<file path="config.mk">
export PLATFORM = sky130hd
export DESIGN_NAME = div4_seq_ctrl
export DESIGN_NICKNAME = d
export VERILOG_FILES = /design/src/rtl/div4_seq_ctrl_pkg.sv /design/src/rtl/div4_seq_ctrl.sv
export SDC_FILE = /design/constraint.sdc
export NUM_CORES = 1
export LEC_CHECK = 0
export CORE_UTILIZATION = 48
export DETAILED_ROUTE_END_ITERATION = 10
export GPL_ROUTABILITY_DRIVEN = 0
export GPL_TIMING_DRIVEN = 0
export PLACE_DENSITY_LB_ADDON = 0.08
export SYNTH_ARGS = -nofsm -noshare
export SYNTH_HDL_FRONTEND = slang
export SYNTH_SLANG_ARGS = --single-unit
</file>
<file path="constraint.sdc">
create_clock -name clk -period 2.28 [get_ports clk]
set_input_delay 0.456 -clock clk [delete_from_list [all_inputs] [get_ports clk]]
set_output_delay 0.456 -clock clk [all_outputs]
set_load 0.02 [all_outputs]
</file>
<file path="src/rtl/div4_seq_ctrl_pkg.sv">
// rtl/div4_seq_ctrl_pkg.sv - shared types and constants for the sequential restoring divider
package div4_seq_ctrl_pkg;

  // Default operand width; iteration count equals the width.
  localparam int DIV_W = 4;

  // Iteration counter is wide enough to hold the value W itself.
  localparam int CNT_W = $clog2(DIV_W) + 1;

  typedef enum logic [1:0] {
    IDLE = 2'd0,
    ITER = 2'd1,
    DONE = 2'd2
  } state_t;

  // Trial value for one restoring step: partial remainder shifted left with
  // the next dividend bit brought in at the bottom.
  function automatic logic [DIV_W-1:0] trial_value(input logic [DIV_W-1:0] r,
                                                   input logic [DIV_W-1:0] q);
    return {r[DIV_W-2:0], q[DIV_W-1]};
  endfunction

endpackage

</file>
<file path="src/rtl/div4_seq_ctrl.sv">
// rtl/div4_seq_ctrl.sv - sequential restoring divider controller driving an external subtractor
module div4_seq_ctrl
  import div4_seq_ctrl_pkg::*;
#(
  parameter int W = DIV_W
) (
  input  logic         clk,
  input  logic         rst_n,
  input  logic         start,
  input  logic [W-1:0] dividend,
  input  logic [W-1:0] divisor,
  output logic         busy,
  output logic         done,
  output logic [W-1:0] quotient,
  output logic [W-1:0] remainder,
  output logic         div_by_zero,
  output logic [W-1:0] sub_a,
  output logic [W-1:0] sub_b,
  input  logic [W-1:0] sub_diff,
  input  logic         sub_carry
);

  state_t             state;
  state_t             state_next;

  logic [W-1:0]       r_reg;
  logic [W-1:0]       q_reg;
  logic [W-1:0]       d_reg;
  logic [CNT_W-1:0]   cnt;

  logic [W-1:0]       trial;
  logic [W-1:0]       r_step;
  logic [W-1:0]       q_step;
  logic               last_iter;

  // One restoring step: keep the difference when the trial covers the divisor.
  always_comb begin
    trial     = trial_value(r_reg, q_reg);
    r_step    = sub_carry ? sub_diff : trial;
    q_step    = {q_reg[W-2:0], sub_carry};
    last_iter = (cnt == CNT_W'(W - 1));
  end

  // Subtractor operands: the trial value while iterating, otherwise a stable R/D view.
  always_comb begin
    sub_b = d_reg;
    if (state == ITER) begin
      sub_a = trial;
    end else begin
      sub_a = r_reg;
    end
  end

  // State register; reset aborts any division in flight.
  always_ff @(posedge clk or negedge rst_n) begin
    if (!rst_n) begin
      state <= IDLE;
    end else begin
      state <= state_next;
    end
  end

  // Next-state and handshake outputs.
  always_comb begin
    state_next = state;
    busy       = 1'b0;
    done       = 1'b0;
    case (state)
      IDLE: begin
        if (start) begin
          state_next = (divisor == '0) ? DONE : ITER;
        end
      end
      ITER: begin
        busy = 1'b1;
        if (last_iter) begin
          state_next = DONE;
        end
      end
      DONE: begin
        busy       = 1'b1;
        done       = 1'b1;
        state_next = IDLE;
      end
      default: begin
        state_next = IDLE;
      end
    endcase
  end

  // Working registers and result registers; results hold until the next accepted start.
  always_ff @(posedge clk or negedge rst_n) begin
    if (!rst_n) begin
      r_reg       <= '0;
      q_reg       <= '0;
      d_reg       <= '0;
      cnt         <= '0;
      quotient    <= '0;
      remainder   <= '0;
      div_by_zero <= 1'b0;
    end else begin
      case (state)
        IDLE: begin
          if (start) begin
            d_reg       <= divisor;
            q_reg       <= dividend;
            r_reg       <= '0;
            cnt         <= '0;
            div_by_zero <= 1'b0;
            if (divisor == '0) begin
              quotient    <= '1;
              remainder   <= dividend;
              div_by_zero <= 1'b1;
            end
          end
        end
        ITER: begin
          r_reg <= r_step;
          q_reg <= q_step;
          cnt   <= cnt + 1'b1;
          if (last_iter) begin
            quotient  <= q_step;
            remainder <= r_step;
          end
        end
        default: begin
        end
      endcase
    end
  end

endmodule

</file>
# After elaboration in Yosys (flattened, before gate mapping)
# Index checks and enable logic that the tools add are counted.
[totals]
reg_bits = 26
inputBits = 16
out_inout_bits = 19
word_cells = 46
[classes]
add_sub_neg = 1
eq_ne = 6
n_mux = 23
n_reduce_logical = 8
[ops]
columns = ["cell", "count"]
rows = [
  ["$mux 4", 10],
  ["$pmux 4 s2", 4],
  ["$mux 2", 3],
  ["$ne 2x2->1 const B", 3],
  ["$pmux 3 s2", 1],
  ["$reduce_and 2->1", 3],
  ["$logic_not 4->1", 1],
  ["$pmux 2 s2", 1],
  ["$reduce_and 4->1", 1],
  ["$add 3x1->3 const B", 1],
  ["$eq 3x2->1 const B", 1],
  ["$mux 1", 3],
  ["$mux 3", 1],
  ["$eq 2x1->1 const B", 1],
  ["$eq 2x2->1 const B", 1],
  ["$logic_not 2->1", 1],
  ["$reduce_bool 2->1", 1],
  ["$reduce_or 2->1", 1],
]

# Logic depth before layout (Yosys ltp)
# Gate-level depths: netlist of the first run.
[depth]
depth_word = 4
mapped_depth = 7

# Worst setup path after synthesis of the first run
# Ideal clock, no wire load.
[synth_path]
path_type = "register to register"
start = "register state[0]"
end = "register quotient[0]"
arrival_ps = 1551
slack_ps = 604
path_stages_with_launch = 6
n_path_buf = 0
synth_period_minus_slack_ps = 1676
path_cell_list = "dfrtp_1 inv_1 ha_1 mux2_2 nand3_4 mux2_2"
[synth_between]
elab_chain_cells = 3
elab_cells_between_ends = 8
cone_classes = "eq/ne: 4; mux: 1; reduce/logical: 3"
[synth_rtl]
columns = ["item", "line_no", "text"]
rows = [
  ["from (decl)", "div4_seq_ctrl.sv:23", "state_t state;"],
  ["from (signal assigned)", "div4_seq_ctrl.sv:59", "state <= state_next;"],
  ["$eq 2x1->1 / $logic_not 2->1 (equally long branches)", "div4_seq_ctrl.sv:102", "case (state)"],
  ["$ne 2x2->1 (no line) / $reduce_bool 2->1 (equally long branches)", "--", ""],
  ["$reduce_and 4->1 (no line)", "--", ""],
  ["to (signal assigned)", "div4_seq_ctrl.sv:122", "quotient <= q_step;"],
  ["to (decl)", "div4_seq_ctrl.sv:14", "output logic [W-1:0] quotient,"],
]
# Parallel ways exist; a longest one is shown, timed or not.
# A chain may end at the register's enable or synchronous reset.

# Worst setup path in the final report of the first run
[layout_path]
start = "register state[1]"
end = "output sub_a[3]"
[layout_between]
elab_chain_cells = 2
[layout_rtl]
columns = ["item", "line_no", "text"]
rows = [
  ["$eq 2x1->1", "div4_seq_ctrl.sv:47", "if (state == ITER) begin"],
  ["$mux 4", "div4_seq_ctrl.sv:47", ""],
  ["to (decl)", "div4_seq_ctrl.sv:17", "output logic [W-1:0] sub_a,"],
]
# Every way passes these cells.

==> metrics.md, run 1 <==
| Metric | Value |
|---|---|
| Post-CTS Hold Fix Bufs | 0 |
| Die Width | 54.8 um |
| Y dimension of the die | 54.8 um |
| I/O pins | 35 |
| Register-to-Register Setup Slack | 0.37 ns |
| Cell area after synthesis | 1340 sq um |
| Share of power burned in the clock network | under 10% |
| Total clock sinks | 26 |
| PD cells | 1330 nW/um^2 |
| Worst Skew | 0.00666 ns |
| Vias in the first global route | around 1000 |
| Top cell type by total area after synthesis | dfrtp_1 |
| Number of enable-type register cells in the synthesized netlist | 0 |
| Kind of end point of the critical path | primary output |
| Remaining number of nets flagged by the antenna check after routing | 0 |
| DRC violations left | 0 |
| Max-Cap Viols | 0 |
| Element type at the critical path start | register |
| CTS Buffer Depth | 2 |
| Warning count from the yosys run | 0 |
| Share of the synthesized area in the top cell type | 48.6% |
| Total of flip-flops plus latches after synthesis | 26 |
| Row cnt | 18 |
| Result of the run | finished, final reports clean |
| CP max stage cell | dfrtp_1 |
| Layout cell share with drive strength beyond 1 | 22.3% |
| Ordered list of cells on the worst path | inv_2, ha_1, buf_6, mux2_2, clkdlybuf4s15_1 |
| Average size of a mapped cell | approximately 12 sq um |
| Actual slew at the worst max-slew pin | around 0.6 ns |
| Leading cell type by number of instances after synthesis | dfrtp_1 |
| Buffers on Ports | 33 |
| Cell count after synthesis | 116 |
| H-tree levels | 1 |
| Final nets | 182 |
| Die Outline Area | approximately 3000 sq um |
| DR pass1 iterations | 4 |
| Post-synthesis net count | 139 |
| Switching Power | around 970 uW |
| Synth-to-Final Area Change | 32.8% |
| Clock root buffer | clkbuf_4 |
| Slew Viols, Final | 0 |
| Max VDD drop | 0.000969 V |
| Top post-synthesis cells by count | 26 x dfrtp_1, 18 x mux2_2, 13 x nand2_1 |
| Cts bufs inserted | 3 |
| Via count | 1005 |
| Via density per instance | ~5.4 |
| Leakage power total | 0.805 nW |
| Register area share after synthesis | 48.6% |
| Largest stage delay on the critical path | 0.42 ns |
| DRT iter0 DRCs | 20 |
| CP required | roughly 1.8 ns |
| Antenna diodes | 0 |
| Starting Density | 52.6% |
| Internal portion of total power | between 1 and 1.5 mW |
| Worst-case hold slack | 0.387 ns |
| Startpoint of the worst register-to-register path | state[0] |
| Design Area, Final | 1780 sq um |
| Switching power share of the total | approximately 41% |
| Overall global routing resource usage | approximately a fifth |
| Critical R2R Capture | q_reg[0] |
| Main flop type after synthesis | dfrtp_1 |
| Cell count of the worst reg-to-reg path | 6 |
| Clock period minus worst slack | 2.21 ns |
| Final critical-path share of the clock period | 96.8% |
| Clk Latency, worst-skew pair | around 0.32 ns |
| Number of antenna violations at the first check in global routing | 0 |
| Clock tree from TritonCTS | done |
| Endpoints failing hold | 0 |
| Area after detailed placement | 1710 sq um |
| Largest cells by area after synthesis | dfrtp_1 49%, mux2_2 15%, ha_1 6.5% |
| Placed wire-length estimate after detailed placement | 2070 um |
| Core region area | roughly 2500 sq um |
| Combinational power share | 58.9% |
| Async set-or-reset flop fraction in the synthesized netlist | 100% |
| Total setup violations reported at the end of the flow | 0 |
| Post-Route Utilization | between 60% and 70% |
| Max frequency | around 450 MHz |
| Worst min path class | in2async |
| Wire length of the first global-routing pass | 4390 um |
| Relative max-transition margin | approximately three fifths |
| Max Fanout on Critical Path | 10 |
| Type of the worst setup path | reg2out |
| Post-synth cell types | 22 |
| Clock-pin slew on the worst setup and hold paths | between 0.1 and 0.15 ns |
| Largest net degree at the start of global routing | 27 |
| Overall routed net length | 2780 um |
| Average wire per standard cell | 14.8 um |
| Congestion Overflow GR | 0 |
| Arrival time of data at the critical path endpoint | 1.75 ns |
| Sequential share of power | 32.8% |
[logic make-up (layout without fill, tap and decap cells)]
family | after synthesis | after routing | share of synthesized area [%]
and+or+nand+nor | 29 | 29 | 11.0
DFF | 26 | 26 | 48.6
adders and majority gates | 7 | 7 | 6.54
buffers and inverters | 10 | 51 | 3.08
AOI/OAI and AO/OA | 19 | 19 | 10.4
muxes | 25 | 25 | 20.4
[final cells by class]
cell class	instances	area, sq um
Inverter	5	18.8
Multi-Input combinational cell	80	647
Clock buffer	3	22.5
Sequential cell	26	651
Timing Repair Buffer	38	373
Fill cell	205	767
Tap cell	30	37.5
Buffer	5	28.8
[metrics by stage]
step                instances  setup WS [ns]  TNS [ns]  power, mW
floorplan                 116          0.604         0       1.65
global placement          179         0.0373         0       2.11
detailed placement        179        -0.0112   -0.0112       2.15
CTS                       183        0.00851         0       2.34
global route              187       -0.00970  -0.00970       2.54
finish                    187         0.0731         0       2.37
[worst max-delay path by stage]
stage               startpoint           to  slack, ns  depth (start not counted)
floorplan             state[0]  quotient[0]       0.60                          5
global placement      state[1]     sub_a[0]       0.04                          5
detailed placement    state[1]     sub_a[0]      -0.01                          5
CTS                   state[1]     sub_a[0]      0.009                          5
global route          state[1]     sub_a[3]      -0.01                          5
finish                state[1]     sub_a[3]       0.07                          5
[metal layers]
| layer | vias up | routed length [um] | track usage (%) | share of wire (%) |
|---|---|---|---|---|
| li1 | 486 | - | - | - |
| met1 | 483 | 1220 | 25.4 | 44 |
| met2 | 30 | 1390 | 37.3 | 50 |
| met3 | 6 | 114 | 2.50 | 4.1 |
| met4 | 0 | 49 | 9.40 | 1.8 |
| met5 | - | 0 | 0 | 0 |
[power by group through the flow]
stage / registers, mW / logic, mW / clock network [mW]
CTS: 0.779 / 1.37 / 0.197
finish: 0.778 / 1.40 / 0.195
global route: 0.805 / 1.52 / 0.215
global placement: 0.776 / 1.34 / 0
detailed placement: 0.791 / 1.36 / 0
floorplan: 0.892 / 0.755 / 0
[critical path: cells and delay by family, from the launching register on]
| kind | cells | cell delay, ns |
|---|---|---|
| mux | 1 | 0.33 |
| fa+ha+maj | 1 | 0.17 |
| buf+inv | 3 | 0.52 |
| flops | 1 | 0.42 |
[layout by cell type (no fill, tap or decap), drive strengths merged]
cell	count
o21ai	5
a32o	1
a22o	2
mux2i	7
mux2	18
buf	9
o2bb2ai	2
o22ai	1
nor2b	2
o41ai	1
clkdlybuf4s15	1
dfrtp	26
ha	7
nand3	3
nor4	1
inv	5
nor2	4
clkbuf	7
nand2	13
a21oi	7
clkdlybuf4s50	29
nand2b	6
[repair_timing]
item	4_1_cts	5_1_grt
resized for setup	7	7
pin swaps	0	0
setup buffers	1	3
endpoints found under the setup margin	4	4
gates cloned	0	0
Power figures use the tool's default switching activity.
==> inputs of run 2 (changes only) <==
--- a/config.mk
+++ b/config.mk
@@ -8,7 +8,6 @@
 export CORE_UTILIZATION = 48
 export DETAILED_ROUTE_END_ITERATION = 10
 export GPL_ROUTABILITY_DRIVEN = 0
-export GPL_TIMING_DRIVEN = 0
 export PLACE_DENSITY_LB_ADDON = 0.08
 export SYNTH_ARGS = -nofsm -noshare
 export SYNTH_HDL_FRONTEND = slang
==> constraint.sdc (replaced) <==
create_clock -name clk -period 2.28 [get_ports clk]
set_input_delay 0.684 -clock clk [delete_from_list [all_inputs] [get_ports clk]]
set_output_delay 0.684 -clock clk [all_outputs]
set_load 0.02 [all_outputs]
==> run 2 against run 1 <==
  * Flip-flop and latch count did not move
  * Clock skew fell by 0.0045 ns
  * Critical path depth fell by 1
  * Combinational power about the same
  * Critical path type unchanged
  * Die area is the same
  * Via count increased by 1.6%
  * Clock-buffer cell count did not move
  * Power rose by 6.5%
==> metrics.md, run 2 (synthesis results as in run 1) <==
| Metric | Value |
|---|---|
| Via count | 1021 (was 1005) |
| Arrival time of data at the critical path endpoint | 1.52 ns (was 1.75 ns) |
| PD cells | 1390 nW/um^2 (was 1330 nW/um^2) |
| Number of antenna violations at the first check in global routing | 0 (unchanged) |
| Total setup violations reported at the end of the flow | 0 (unchanged) |
| Core region area | 2540 sq um (unchanged) |
| Slew Viols, Final | 0 (unchanged) |
| DRT iter0 DRCs | 11 (was 20) |
| CTS Buffer Depth | 2 (unchanged) |
| Total clock sinks | 26 (unchanged) |
| Share of power burned in the clock network | 12.6% (was 8.2%) |
| Placed wire-length estimate after detailed placement | 2090 um (was 2070 um) |
| Final Total Pwr | 2.52 mW (was 2.37 mW) |
| Max VDD drop | 0.00114 V (was 0.000969 V) |
| Via density per instance | 5.40 (was 5.37) |
| Element type at the critical path start | register (unchanged) |
| Final nets | 183 (was 182) |
| Switching Power | 993 uW (was 969 uW) |
| Multi-input logic area | 659 sq um (was 647 sq um) |
| Max Fanout on Critical Path | 3 (was 10) |
| H-tree levels | 1 (unchanged) |
| Worst Skew | 0.00213 ns (was 0.00666 ns) |
| Placed cells | 183 (was 179) |
| Overall routed net length | 2830 um (was 2780 um) |
| Worst min path class | reg2reg (was in2async) |
| Synth-to-Final Area Change | 35.3% (was 32.8%) |
| Count of placed standard cells in the final layout, fillers left out | 189 (was 187) |
| Row cnt | 18 (unchanged) |
| Cts bufs inserted | 3 (unchanged) |
| Clock tree from TritonCTS | done (unchanged) |
| Y dimension of the die | 54.8 um (unchanged) |
| Internal portion of total power | 1.53 mW (was 1.40 mW) |
| Kind of end point of the critical path | primary output (unchanged) |
| Final critical-path share of the clock period | 96.5% (was 96.8%) |
| Remaining number of nets flagged by the antenna check after routing | 0 (unchanged) |
| Layout cell share with drive strength beyond 1 | 25.2% (was 22.3%) |
| Wire length of the first global-routing pass | 4390 um (unchanged) |
| Vias in the first global route | 979 (was 997) |
| Max frequency | 454 MHz (was 453 MHz) |
| Relative max-transition margin | 75.4% (was 58.9%) |
| Largest net degree at the start of global routing | 27 (unchanged) |
| Switching power share of the total | 39.4% (was 40.9%) |
| Total Negative Setup Slacks | 0 ns (unchanged) |
| Clock period minus worst slack | 2.20 ns (was 2.21 ns) |
| CP required | 1.60 ns (was 1.82 ns) |
| Max-Cap Viols | 0 (unchanged) |
| Clock-pin slew on the worst setup and hold paths | 0.14 ns (was 0.13 ns) |
| Buffers on Ports | 34 (was 33) |
| Overall global routing resource usage | 21.3% (was 21.2%) |
| DR pass1 iterations | 4 (unchanged) |
| Die Width | 54.8 um (unchanged) |
| Clock root buffer | clkbuf_4 (unchanged) |
| Antenna diodes | 0 (unchanged) |
| Post-CTS Hold Fix Bufs | 0 (unchanged) |
| Number of inserted filler cells in the final layout | 194 (was 205) |
| Commonest non-fill, non-tap cells in the layout | 28 x clkdlybuf4s50_1, 26 x dfrtp_1, 18 x mux2_2 (was 29 x clkdlybuf4s50_1, 26 x dfrtp_1, 18 x mux2_2) |
| Type of the worst setup path | reg2out (unchanged) |
| DRC violations left | 0 (unchanged) |
| Result of the run | finished, final reports clean (unchanged) |
| I/O pins | 35 (unchanged) |
| Leakage power total | 0.833 nW (was 0.805 nW) |
| Actual slew at the worst max-slew pin | 0.367 ns (was 0.600 ns) |
| Die Outline Area | 3000 sq um (unchanged) |
| Setup repair after global routing missed its margin | no |
| Most frequent standard cell in the layout excluding fill and tap cells | clkdlybuf4s50_1 (unchanged) |
| Endpoints failing hold | 0 (unchanged) |
| Clk Latency, worst-skew pair | 0.32 ns (about the same) |
| Register area | 651 sq um (unchanged) |
| Combinational power share | 56.7% (was 58.9%) |
| Starting Density | 52.6% (unchanged) |
| Average wire per standard cell | 14.9 um (was 14.8 um) |
| Congestion Overflow GR | 0 (unchanged) |
| Sequential share of power | 30.8% (was 32.8%) |
[run 2: cell count changes in the layout (fill, tap and decap cells not counted), moves of 2 or more]
cell / before / now
buf_2: 2 / 4
buf_4: 4 / 10
dlygate4sd2_1: 0 / 2
clkbuf_2: 3 / 0
[run 2: final timing paths]
| path | start | to | slack (ns) | depth (start not counted) |
|---|---|---|---|---|
| worst max-delay path | state[0] | busy | 0.08 | 4 |
| worst min-delay path | cnt[0] | cnt[0] | 0.52 | 1 |
| worst max register to register | state[0] | quotient[0] | 0.37 | 6 |
| worst min register to register | cnt[0] | cnt[0] | 0.52 | 1 |
| max in group asynchronous | rst_n | quotient[0] | 1.32 | 2 |
| min in group asynchronous | rst_n | cnt[2] | 0.71 | 2 |
[run 2: through the flow]
step	hold WS (ns)	setup WS [ns]	instance area [sq um]	util [%]
floorplan	0.388	0.388	1340	-
global route	0.540	0.00571	1810	71.2
detailed placement	0.495	-0.0163	1750	68.9
global placement	0.478	-0.00814	1750	68.9
CTS	0.522	-0.00513	1820	71.6
finish	0.522	0.0791	1810	71.2
[run 2: per-layer routing]
metal / GRT usage, % / vias to the layer above / routed length [um]
met2: 36.3 / 27 / 1410
met1: 27.5 / 499 / 1270
met5: 0 / - / 0
li1: - / 493 / -
met4: 7.69 / 0 / 13
met3: 2.50 / 2 / 131
[run 2: critical path, stage by stage (launching register included)]
cell	delay [ns]
dfrtp_1	0.41
buf_4	0.14
inv_1	0.09
ha_1	0.24
dlygate4sd2_1	0.32
[run 2: power groups by stage]
stage	clock, mW	sequential [mW]	combinational, mW
finish	0.317	0.776	1.43
global route	0.335	0.798	1.56
CTS	0.323	0.778	1.43
detailed placement	0	0.783	1.44
global placement	0	0.773	1.41
floorplan	0	0.892	0.755
[run 2: what timing repair did]
item / 4_1_cts / 5_1_grt
pin swaps: 0 / 0
buffers inserted: 0 / 2
gates resized for setup: 16 / 5
endpoints found under the setup margin: 6 / 5
[run 2: layout make-up]
class / count / share of cell area, %
repair buffers: 44 / 21.7
multi-input cells: 80 / 36.4
inverters: 5 / 1.04
clock inverters: 1 / 1.66
well taps: 30 / 2.07
flip-flops and latches: 26 / 35.9
clock buffers: 3 / 1.24
==> inputs of run 3 (changes only) <==
--- a/config.mk
+++ b/config.mk
@@ -5,8 +5,11 @@
 export SDC_FILE = /design/constraint.sdc
 export NUM_CORES = 1
 export LEC_CHECK = 0
-export CORE_UTILIZATION = 48
+export CORE_ASPECT_RATIO = 0.6
+export CORE_MARGIN = 2
+export CORE_UTILIZATION = 60
 export DETAILED_ROUTE_END_ITERATION = 10
+export DONT_BUFFER_PORTS = 1
 export GPL_ROUTABILITY_DRIVEN = 0
 export PLACE_DENSITY_LB_ADDON = 0.08
 export SYNTH_ARGS = -nofsm -noshare
==> run 3 against run 2 <==
  * Final cell count is 22% lower
  * Global-route usage is 0.75 points lower
  * Setup slack better by 0.055 ns
  * First-iteration DRC count grew to 3.9 times the previous value
  * Die area is 12% lower
  * Non-clock buffer count is 41 lower
  * Critical path depth is 1 lower
  * Sequential power is 19% higher
  * Via count is 17% lower
  * Flip-flop and latch count stayed put
  * Sequential share of layout area is 8.6 points higher
==> metrics.md, run 3 (synthesis results as in run 1) <==
| Metric | Value |
|---|---|
| Max VDD drop | 0.000696 V (was 0.00114 V) |
| Ordered list of cells on the worst path | inv_1, ha_4, mux2_2 (was buf_4, inv_1, ha_1, dlygate4sd2_1) |
| Congestion Overflow GR | 0 (unchanged) |
| Overall routed net length | 2420 um (was 2830 um) |
| Internal portion of total power | 1.31 mW (was 1.53 mW) |
| Register-to-Register Setup Slack | 0.40 ns (was 0.37 ns) |
| Antenna diodes | 0 (unchanged) |
| Final nets | 142 (was 183) |
| Share of power burned in the clock network | 17.0% (was 12.6%) |
| DRC violations left | 0 (unchanged) |
| Commonest non-fill, non-tap cells in the layout | 26 x dfrtp_1, 18 x mux2_2, 13 x nand2_1 (was 28 x clkdlybuf4s50_1, 26 x dfrtp_1, 18 x mux2_2) |
| Die Width | 65.0 um (was 54.8 um) |
| Cts bufs inserted | 3 (unchanged) |
| Number of inserted filler cells in the final layout | 162 (was 194) |
| Slew Viols, Final | 0 (unchanged) |
| Type of the worst setup path | reg2out (unchanged) |
| Element type at the critical path start | register (unchanged) |
| Smallest setup slack after layout | 0.134 ns (was 0.0791 ns) |
| Y dimension of the die | 40.6 um (was 54.8 um) |
| Worst Skew | 0.0117 ns (was 0.00213 ns) |
| Endpoints failing hold | 0 (unchanged) |
| Synth-to-Final Area Change | 9.07% (was 35.3%) |
| Result of the run | finished, final reports clean (unchanged) |
| Die Outline Area | 2640 sq um (was 3000 sq um) |
| Largest stage delay on the critical path | 0.41 ns (about the same) |
| Placed wire-length estimate after detailed placement | 1840 um (was 2090 um) |
| Kind of end point of the critical path | primary output (unchanged) |
| Cell class contributing the biggest share of worst-path delay | flip-flops (was buffers and inverters) |
| Arrival time of data at the critical path endpoint | 1.46 ns (was 1.52 ns) |
| Total Negative Setup Slacks | 0 ns (unchanged) |
| CP max stage cell | dfrtp_1 (unchanged) |
| Row cnt | 13 (was 18) |
| Switching Power | 909 uW (was 993 uW) |
| Number of antenna violations at the first check in global routing | 0 (unchanged) |
| Worst setup slack after placement | 0.288 ns (was -0.0163 ns) |
| Clock root buffer | clkbuf_8 (was clkbuf_4) |
| Design Area, Final | 1460 sq um (was 1810 sq um) |
| Max frequency | 466 MHz (was 454 MHz) |
| PD cells | 1520 nW/um^2 (was 1390 nW/um^2) |
| Worst min path class | in2async (was reg2reg) |
| Switching power share of the total | 41.0% (was 39.4%) |
| Layout cell share with drive strength beyond 1 | 23.7% (was 25.2%) |
| Core region area | 2130 sq um (was 2540 sq um) |
| Post-Route Utilization | 68.5% (was 71.2%) |
| Max-Cap Viols | 0 (unchanged) |
| Total clock sinks | 26 (unchanged) |
| Wire length of the first global-routing pass | 3840 um (was 4390 um) |
| Count of placed standard cells in the final layout, fillers left out | 148 (was 189) |
| Worst path buffer plus inverter count | 1 (was 3) |
| Largest net degree at the start of global routing | 27 (unchanged) |
| Clock tree from TritonCTS | done (unchanged) |
| Max Fanout on Critical Path | 7 (was 3) |
| H-tree levels | 1 (unchanged) |
| DRT iter0 DRCs | 43 (was 11) |
| Most frequent standard cell in the layout excluding fill and tap cells | dfrtp_1 (was clkdlybuf4s50_1) |
| Buffers on Ports | 0 (was 34) |
| Setup repair after global routing missed its margin | no (unchanged) |
| CTS Buffer Depth | 2 (unchanged) |
| Placed cells | 144 (was 183) |
| Total setup violations reported at the end of the flow | 0 (unchanged) |
| Average wire per standard cell | 16.3 um (was 14.9 um) |
| CP required | 1.60 ns (about the same) |
| Actual slew at the worst max-slew pin | 0.381 ns (was 0.367 ns) |
| Relative max-transition margin | 74.5% (was 75.4%) |
| Clk Latency, worst-skew pair | 0.27 ns (was 0.32 ns) |
| DR pass1 iterations | 4 (unchanged) |
| Remaining number of nets flagged by the antenna check after routing | 0 (unchanged) |
| Via density per instance | 5.72 (was 5.40) |
| Via count | 847 (was 1021) |
| Overall global routing resource usage | 20.6% (was 21.3%) |
| Vias in the first global route | 813 (was 979) |
| Combinational power share | 41.3% (was 56.7%) |
| Clock-pin slew on the worst setup and hold paths | 0.09 ns (was 0.14 ns) |
| I/O pins | 35 (unchanged) |
| Leakage power total | 0.660 nW (was 0.833 nW) |
| Post-CTS Hold Fix Bufs | 0 (unchanged) |
| Area after detailed placement | 1380 sq um (was 1750 sq um) |
| Starting Density | 62.8% (was 52.6%) |
| Clock period minus worst slack | 2.15 ns (was 2.20 ns) |
| Sequential share of power | 41.6% (was 30.8%) |
| Final critical-path share of the clock period | 94.1% (was 96.5%) |
[run 3: changes by cell type in the layout (fill, tap and decap cells not counted)]
cell	before	now
clkdlybuf4s50_1	28	0
buf_4	10	3
buf_2	4	0
clkbuf_4	3	0
clkbuf_8	0	3
dlygate4sd2_1	2	0
inv_1	4	5
inv_2	1	0
[run 3: through the flow]
step | power (mW) | hold WS (ns)
global placement | 1.80 | 0.389
global route | 2.37 | 0.0737
detailed placement | 1.84 | 0.389
CTS | 2.22 | 0.0884
finish | 2.22 | 0.0913
floorplan | 1.65 | 0.388
[run 3: path summary, 6_finish.rpt]
kind	from	endpoint	cells past startpoint
max	state[1]	sub_a[0]	3
min	rst_n	state[1]	0
max reg2reg	state[1]	remainder[3]	5
min reg2reg	cnt[1]	cnt[1]	1
max in group asynchronous	rst_n	q_reg[3]	0
min in group clk	cnt[1]	cnt[1]	1
[run 3: area by class of cell]
type / instances / area [sq um] / area share, %
inverter: 5 / 18.8 / 1.29
timing repair buffer: 3 / 22.5 / 1.54
sequential: 26 / 651 / 44.6
clock inverter: 1 / 30.0 / 2.06
tap: 30 / 37.5 / 2.57
multi-input combinational: 80 / 659 / 45.2
clock buffer: 3 / 41.3 / 2.83
[run 3: metal layers]
layer	GRT usage, %	share of wire, %	vias to the layer above
met1	28.3	49	411
met2	33.0	45	26
met5	0	0	-
met4	1.60	0	0
li1	-	-	410
met3	7.58	6.5	0
[run 3: timing repair]
action / in CTS / in global routing
gates resized for setup: 1 / 1
setup endpoints to repair: 4 / 4
buffers inserted: 0 / 0
[run 3: worst reg2reg max path: cells and delay by family, from the launching register on]
family                   cells  cell delay [ns]
multiplexers                 2             0.77
flip-flops                   1             0.41
adder cells (fa/ha/maj)      1             0.25
buffers and inverters        1             0.17
AND/OR/NAND/NOR              1             0.17
[run 3: power by group through the flow]
stage	Sequential (mW)	Combinational, mW	Clock, mW
detailed placement	0.931	0.905	0
global route	0.953	1.01	0.406
global placement	0.922	0.881	0
floorplan	0.892	0.755	0
CTS	0.922	0.912	0.388
finish	0.923	0.917	0.378
